`src/rtl/reg_file_sb_if.sv`:
```
// ---------------------------------------------------------------------------
// reg_file_sb_if
// Bundles the read, writeback, issue and flush signals of the register file
// with its scoreboard.
//   master : the pipeline side. It drives the read addresses, the writeback,
//            the issue and the flush, and it receives the read data, the busy
//            flags and the pending count.
//   slave  : the register file side.
// XLEN and NREG must match the parameters of the reg_file_sb that is
// connected to this interface.
// ---------------------------------------------------------------------------
interface reg_file_sb_if #(
    parameter int XLEN = 32,
    parameter int NREG = 32
);
    localparam int AW = $clog2(NREG);

    logic [AW-1:0]   rs1;
    logic [AW-1:0]   rs2;
    logic [XLEN-1:0] rd1;
    logic [XLEN-1:0] rd2;
    logic            rs1_busy;
    logic            rs2_busy;
    logic            we;
    logic [AW-1:0]   rd;
    logic [XLEN-1:0] wd;
    logic            iss_valid;
    logic [AW-1:0]   iss_rd;
    logic            flush;
    logic [AW:0]     pend_cnt;

    modport master (
        output rs1, rs2, we, rd, wd, iss_valid, iss_rd, flush,
        input  rd1, rd2, rs1_busy, rs2_busy, pend_cnt
    );

    modport slave (
        input  rs1, rs2, we, rd, wd, iss_valid, iss_rd, flush,
        output rd1, rd2, rs1_busy, rs2_busy, pend_cnt
    );
endinterface

```
`src/rtl/reg_file_sb.sv`:
```
// ---------------------------------------------------------------------------
// reg_file_sb
// General-purpose register file with two read ports and one writeback port.
// Optionally, writeback data is forwarded to the read ports in the same cycle.
// A per-register pending-write scoreboard supports hazard detection.
// Register x0 always reads as zero. It is never written and never pending.
// Ports:
//   clk : clock. All state updates happen on the rising edge.
//   rst : asynchronous active-high reset.
//   bus : reg_file_sb_if.slave, which carries these signals:
//         - rs1/rs2 with rd1/rd2: combinational reads.
//         - rs1_busy/rs2_busy: outstanding pending write on a source register.
//         - we/rd/wd: writeback. A writeback clears the pending mark.
//         - iss_valid/iss_rd: issue. An issue sets the pending mark.
//         - flush: clears all pending marks.
//         - pend_cnt: registered count of the pending registers.
// ---------------------------------------------------------------------------
module reg_file_sb #(
    parameter int XLEN   = 32,
    parameter int NREG   = 32,
    parameter int BYPASS = 1
) (
    input  logic          clk,
    input  logic          rst,
    reg_file_sb_if.slave  bus
);
    localparam int AW     = $clog2(NREG);
    localparam bit BYP_EN = (BYPASS != 0);

    logic [XLEN-1:0] regs_r [NREG];
    logic [NREG-1:0] pending_r;
    logic [NREG-1:0] pending_nxt_s;
    logic [AW:0]     pend_cnt_r;
    logic [AW:0]     pend_cnt_nxt_s;

    logic            wr_hit_s;
    logic            set_hit_s;
    logic            inc_s;
    logic            dec_s;
    logic            fwd1_s;
    logic            fwd2_s;
    logic [XLEN-1:0] rd1_s;
    logic [XLEN-1:0] rd2_s;
    logic            busy1_s;
    logic            busy2_s;

    // Decode the writeback and issue events that actually touch state.
    always_comb begin
        wr_hit_s  = bus.we && (bus.rd != '0);
        set_hit_s = bus.iss_valid && (bus.iss_rd != '0) && !bus.flush;
    end

    // Read ports. These are zero latency, with optional writeback forwarding.
    always_comb begin
        fwd1_s  = BYP_EN && bus.we && (bus.rd == bus.rs1);
        fwd2_s  = BYP_EN && bus.we && (bus.rd == bus.rs2);
        rd1_s   = '0;
        rd2_s   = '0;
        busy1_s = 1'b0;
        busy2_s = 1'b0;
        if (bus.rs1 == '0) begin
            rd1_s   = '0;
            busy1_s = 1'b0;
        end else begin
            rd1_s   = fwd1_s ? bus.wd : regs_r[bus.rs1];
            // A forwarded writeback satisfies the hazard in the same cycle.
            busy1_s = pending_r[bus.rs1] && !fwd1_s;
        end
        if (bus.rs2 == '0) begin
            rd2_s   = '0;
            busy2_s = 1'b0;
        end else begin
            rd2_s   = fwd2_s ? bus.wd : regs_r[bus.rs2];
            busy2_s = pending_r[bus.rs2] && !fwd2_s;
        end
    end

    // Next pending vector. The clear is applied before the set so that a new
    // issue to the same register wins. A flush overrides both.
    always_comb begin
        pending_nxt_s = pending_r;
        if (wr_hit_s) begin
            pending_nxt_s[bus.rd] = 1'b0;
        end else begin
            pending_nxt_s = pending_nxt_s;
        end
        if (set_hit_s) begin
            pending_nxt_s[bus.iss_rd] = 1'b1;
        end else begin
            pending_nxt_s = pending_nxt_s;
        end
        if (bus.flush) begin
            pending_nxt_s = '0;
        end else begin
            pending_nxt_s = pending_nxt_s;
        end
    end

    // Next pending count. It tracks the population of pending_nxt_s
    // incrementally. A clear that is overridden by a same-register set does
    // not count.
    always_comb begin
        inc_s = set_hit_s && !pending_r[bus.iss_rd];
        dec_s = wr_hit_s && pending_r[bus.rd] &&
                !(set_hit_s && (bus.iss_rd == bus.rd));
        pend_cnt_nxt_s = pend_cnt_r;
        if (bus.flush) begin
            pend_cnt_nxt_s = '0;
        end else begin
            case ({inc_s, dec_s})
                2'b10:   pend_cnt_nxt_s = pend_cnt_r + {{AW{1'b0}}, 1'b1};
                2'b01:   pend_cnt_nxt_s = pend_cnt_r - {{AW{1'b0}}, 1'b1};
                default: pend_cnt_nxt_s = pend_cnt_r;
            endcase
        end
    end

    // Register storage. Writes to x0 are dropped, so that entry stays at zero.
    always_ff @(posedge clk or posedge rst) begin
        if (rst) begin
            for (int i = 0; i < NREG; i++) begin
                regs_r[i] <= '0;
            end
        end else if (wr_hit_s) begin
            regs_r[bus.rd] <= bus.wd;
        end
    end

    // Scoreboard state: the pending vector and its count.
    always_ff @(posedge clk or posedge rst) begin
        if (rst) begin
            pending_r  <= '0;
            pend_cnt_r <= '0;
        end else begin
            pending_r  <= pending_nxt_s;
            pend_cnt_r <= pend_cnt_nxt_s;
        end
    end

    assign bus.rd1      = rd1_s;
    assign bus.rd2      = rd2_s;
    assign bus.rs1_busy = busy1_s;
    assign bus.rs2_busy = busy2_s;
    assign bus.pend_cnt = pend_cnt_r;
endmodule
```
`src/flat_wrapper.sv`:
```
// flat-port wrapper written by rule: the top's interface ports become plain ports
module reg_file_sb_flat 
#(
    parameter int XLEN   = 32,
    parameter int NREG   = 32,
    parameter int BYPASS = 1
)
  (clk, rst, bus_rs1, bus_rs2, bus_we, bus_rd, bus_wd, bus_iss_valid, bus_iss_rd, bus_flush, bus_rd1, bus_rd2, bus_rs1_busy, bus_rs2_busy, bus_pend_cnt);
  reg_file_sb_if #(.XLEN(XLEN), .NREG(NREG)) bus_i ();
  input  logic clk;
  input  logic rst;
  input wire logic [$bits(bus_i.rs1)-1:0] bus_rs1;
  input wire logic [$bits(bus_i.rs2)-1:0] bus_rs2;
  input wire logic [$bits(bus_i.we)-1:0] bus_we;
  input wire logic [$bits(bus_i.rd)-1:0] bus_rd;
  input wire logic [$bits(bus_i.wd)-1:0] bus_wd;
  input wire logic [$bits(bus_i.iss_valid)-1:0] bus_iss_valid;
  input wire logic [$bits(bus_i.iss_rd)-1:0] bus_iss_rd;
  input wire logic [$bits(bus_i.flush)-1:0] bus_flush;
  output wire logic [$bits(bus_i.rd1)-1:0] bus_rd1;
  output wire logic [$bits(bus_i.rd2)-1:0] bus_rd2;
  output wire logic [$bits(bus_i.rs1_busy)-1:0] bus_rs1_busy;
  output wire logic [$bits(bus_i.rs2_busy)-1:0] bus_rs2_busy;
  output wire logic [$bits(bus_i.pend_cnt)-1:0] bus_pend_cnt;
  assign bus_i.rs1 = bus_rs1;
  assign bus_i.rs2 = bus_rs2;
  assign bus_i.we = bus_we;
  assign bus_i.rd = bus_rd;
  assign bus_i.wd = bus_wd;
  assign bus_i.iss_valid = bus_iss_valid;
  assign bus_i.iss_rd = bus_iss_rd;
  assign bus_i.flush = bus_flush;
  assign bus_rd1 = bus_i.rd1;
  assign bus_rd2 = bus_i.rd2;
  assign bus_rs1_busy = bus_i.rs1_busy;
  assign bus_rs2_busy = bus_i.rs2_busy;
  assign bus_pend_cnt = bus_i.pend_cnt;
  reg_file_sb #(.XLEN(XLEN), .NREG(NREG), .BYPASS(BYPASS)) u_core (.clk(clk), .rst(rst), .bus(bus_i));
endmodule
```
`config.mk`:
```
export PLATFORM = sky130hd
export DESIGN_NAME = reg_file_sb_flat
export DESIGN_NICKNAME = d
export VERILOG_FILES = /design/src/rtl/reg_file_sb_if.sv /design/src/rtl/reg_file_sb.sv /design/src/flat_wrapper.sv
export SDC_FILE = /design/constraint.sdc
export NUM_CORES = 2
export LEC_CHECK = 0
export BUFFER_PORTS_ARGS = -buffer_cell sky130_fd_sc_hd__clkbuf_2
export CORE_UTILIZATION = 50
export CTS_BUF_LIST = sky130_fd_sc_hd__clkbuf_4
export CTS_CLUSTER_DIAMETER = 200
export DETAILED_ROUTE_END_ITERATION = 12
export MAX_ROUTING_LAYER = met4
export PLACE_DENSITY_LB_ADDON = 0.15
export SYNTH_ARGS = -nofsm -noshare
export SYNTH_HDL_FRONTEND = slang
export SYNTH_SLANG_ARGS = --single-unit
```
`constraint.sdc`:
```
create_clock -name clk -period 40.2 [get_ports clk]
set_input_delay 2.01 -clock clk [delete_from_list [all_inputs] [get_ports clk]]
set_output_delay 2.01 -clock clk [all_outputs]
set_load 0.02 [all_outputs]
```
==> out/qor.yml <==
synthesis:
  ys_seq_area_share_pct: 46.1
  synth_flop_cell: "dfrtp_1"
  ys_warn_count: 0
  syn_nets: 3729
  synthArstFlopShare_pct: 100
  syn_inst: 3667
  synth_edf_count: 0
  ys_ff_latch: 1062
  synth_area_um2: 57700
  syn_avg_cell_area_um2: 15.7
  synth.distinct_cells: 52
drt:
  drc: 0
  first_iter_violations: 3288
  firstDrtPassIters: 6
  met1Wirelength_um: 69400
  dr_wl_met2_um: 86200
  num_vias: 36300
  drt_wl_total_um: 176000
  wl_met3_um: 13700
  routed.top_layer: "met4"
  wl_per_cell_um: 32.5
  postRouteAntennaNets: 0
  drt-vias-per-instance: 6.70
die:
  initial_utilization_pct: 50.5
  die_area_um2: 117000
  core_area_um2: 114000
  dieWidth_um: 342
  die_h_um: 342
  ios: 129
  rows: 124
clocking:
  hold_buffers: 0
  cts.path.max_buffers: 4
  post-cts-setup-buffers: 0
  clkLatencyLatePin_ns: 1.20
  cts.sink_count: 1062
  htree_levels: 5
  path_clk_slew_ns: 0.05
  cts_tree: "built"
  cts_resized: 0
  numCtsBuffers: 309
  cts_root_buffer: "clkbuf_4"
sta:
  rsz0062_at_grt: "no"
  tns_ns: 0
  hold_viol: 0
  maxSlewHeadroom_pct: 16.2
  worst_pin_slew_ns: 1.26
  final-setup-viol-count: 0
  slew_violations: 0
  clock_skew_ns: 0.0307
  period_minus_slack_ns: 8.61
  setup_slack_ns: 31.59
  max_freq_mhz: 116
  fin_crit_sh_pct: 21.4
worst_setup_path:
  startpoint: "bus_rs2[0]"
  critPathMaxFanout: 63
  path_class: "in2out"
  crit_required_ns: 38.19
  arrival_ns: 6.60
  r2r_cells: 13
  critPathLaunchType: "input port"
  endpoint_kind: "primary output"
  worstReg2RegStart: "u_core.pending_r[7]$_DFF_PP0_"
grt:
  grt_usage_pct: 31.7
  grt_pass1_vias: 38800
  grt_max_degree: 182
  antenna_found_initial: 5
  overflow: 0
  grt_pass1_wl_um: 260000
run_status:
  status: "finished, final reports clean"
finish:
  syn_to_final_growth_pct: 8.54
  finalNonFillerCells: 5418
  drive_above_1_share_pct: 59.2
  finalNetCount: 3788
placed_design:
  dp_slack_ns: 31.47
  port-buffer-count: 128
  dp_hpwl_um: 89600
  place_congestion: 0.866
  dp_cells: 4927
worst_hold_path:
  min_from: "u_core.regs_r[1012]$_DFFE_PP0P_"
  whs_path_depth: 0
  min_path_type: "reg2reg"
power_and_ir_drop:
  p_leak_nw: 27.5
  ir_drop_v: 0.0000266
  p_per_area_nw_per_um2: 48.2
run:
  cap_viol_max_count: 0
==> cells in the mapped netlist (all sizes together) (5+ instances only) <==
| library cell | number | share of area (%) |
|---|---|---|
| dfrtp | 1062 | 46 |
| mux2 | 994 | 19 |
| mux4 | 653 | 25 |
| clkbuf | 230 | 1.5 |
| buf | 202 | 1.7 |
| mux2i | 100 | 1.7 |
| nor2 | 82 | 0.53 |
| nand2 | 71 | 0.46 |
| o21ai | 46 | 0.40 |
| a211oi | 40 | 0.52 |
| a22oi | 26 | 0.34 |
| a21oi | 23 | 0.21 |
| nor3 | 17 | 0.16 |
| nor2b | 15 | 0.16 |
| xor2 | 14 | 0.21 |
| nand2b | 11 | 0.12 |
| inv | 8 | 0.052 |
| nor4 | 8 | 0.087 |
| and3 | 7 | 0.085 |
| nand3 | 7 | 0.061 |
| nor3b | 5 | 0.065 |
| o22ai | 5 | 0.054 |
==> worst max-delay path, cell delays in order <==
cell      delay, ns
buf_8          0.55
buf_4          0.72
buf_4          0.94
nor4b_1        0.24
nor2b_4        0.78
buf_4          0.53
nand2_1        0.10
o21ai_0        0.30
clkbuf_2       0.29
==> metal layers <==
layer | vias up | GRT usage [%]
li1 | 14500 | -
met1 | 19700 | 40.3
met2 | 1642 | 49.1
met4 | 0 | 13.0
met3 | 439 | 7.56
met5 | - | -
==> registers in the layout, summed over array words and instances, names as in the netlist <==
register,cells
u_core.regs_r,1024
u_core.pending_r,32
u_core.bus.pend_cnt,6
==> where the power goes <==
group / internal, mW / switching, mW / total, mW
Clock: 0.491 / 0.455 / 0.947
Combinational: 0.398 / 0.266 / 0.664
Sequential: 1.26 / 0.141 / 1.41
==> cells by family after synthesis <==
family                   share of synthesized area, %
multiplexers                                     46.6
flip-flops                                       46.1
buffers and inverters                            3.23
AND/OR/NAND/NOR                                  1.95
AO/OA/AOI/OAI                                    1.73
XOR/XNOR                                        0.273
adder cells (fa/ha/maj)                         0.121
==> layout make-up <==
| class | instances | area, um^2 |
|---|---|---|
| Sequential cell | 1062 | 26600 |
| Clock buffer | 436 | 3270 |
| Inverter | 8 | 40.0 |
| Multi-Input combinational cell | 2165 | 29500 |
| Fill cell | 9135 | 51700 |
| Antenna cell | 6 | 15.0 |
| Clock inverter | 49 | 191 |
| Tap cell | 1512 | 1890 |
| Timing Repair Buffer | 180 | 1140 |
==> through the flow <==
stage                     hold slack [ns]  cell area [um^2]  power (mW)  utilization (%)
after detailed placement            0.384             59100        2.08             51.7
after CTS                           0.400             62600        3.04             54.8
after global placement              0.376             59100        2.04             51.7
after global routing                0.410             62600        3.17             54.8
after floorplan                     0.441             57700        1.90                -
final                               0.394             62600        3.02             54.8
==> cell usage in the layout (no fill, tap or decap), drive strengths merged, types with 3 or more instances in the layout <==
cell type | Yosys | routed
buf | 202 | 61
a211oi | 40 | 40
nand2b | 11 | 11
and3 | 7 | 7
clkbuf | 230 | 555
nand3b | 3 | 3
diode | 0 | 6
nand2 | 71 | 71
xor2 | 14 | 14
nor4b | 3 | 3
nor2b | 15 | 15
o22ai | 5 | 5
dfrtp | 1062 | 1062
nor3 | 17 | 17
inv | 8 | 15
mux2i | 100 | 100
nor2 | 82 | 82
xnor2 | 4 | 4
and2 | 3 | 3
ha | 4 | 4
nand3 | 7 | 7
nor3b | 5 | 5
mux2 | 994 | 994
nor4 | 8 | 8
clkinv | 0 | 42
a21oi | 23 | 23
o21ai | 46 | 46
mux4 | 653 | 653
a22oi | 26 | 26
==> worst paths after layout <==
path / endpoint / slack [ns]
setup / recovery: bus_rd2[25] / 31.59
hold / removal: u_core.regs_r[1012]$_DFFE_PP0P_ / 0.39
setup reg to reg: u_core.bus.pend_cnt[5]$_DFFE_PP0P_ / 36.85
hold reg to reg: u_core.regs_r[1012]$_DFFE_PP0P_ / 0.39
max in group asynchronous: u_core.regs_r[787]$_DFFE_PP0P_ / 34.91
min in group asynchronous: u_core.regs_r[197]$_DFFE_PP0P_ / 0.97
Power figures use the tool's default switching activity.
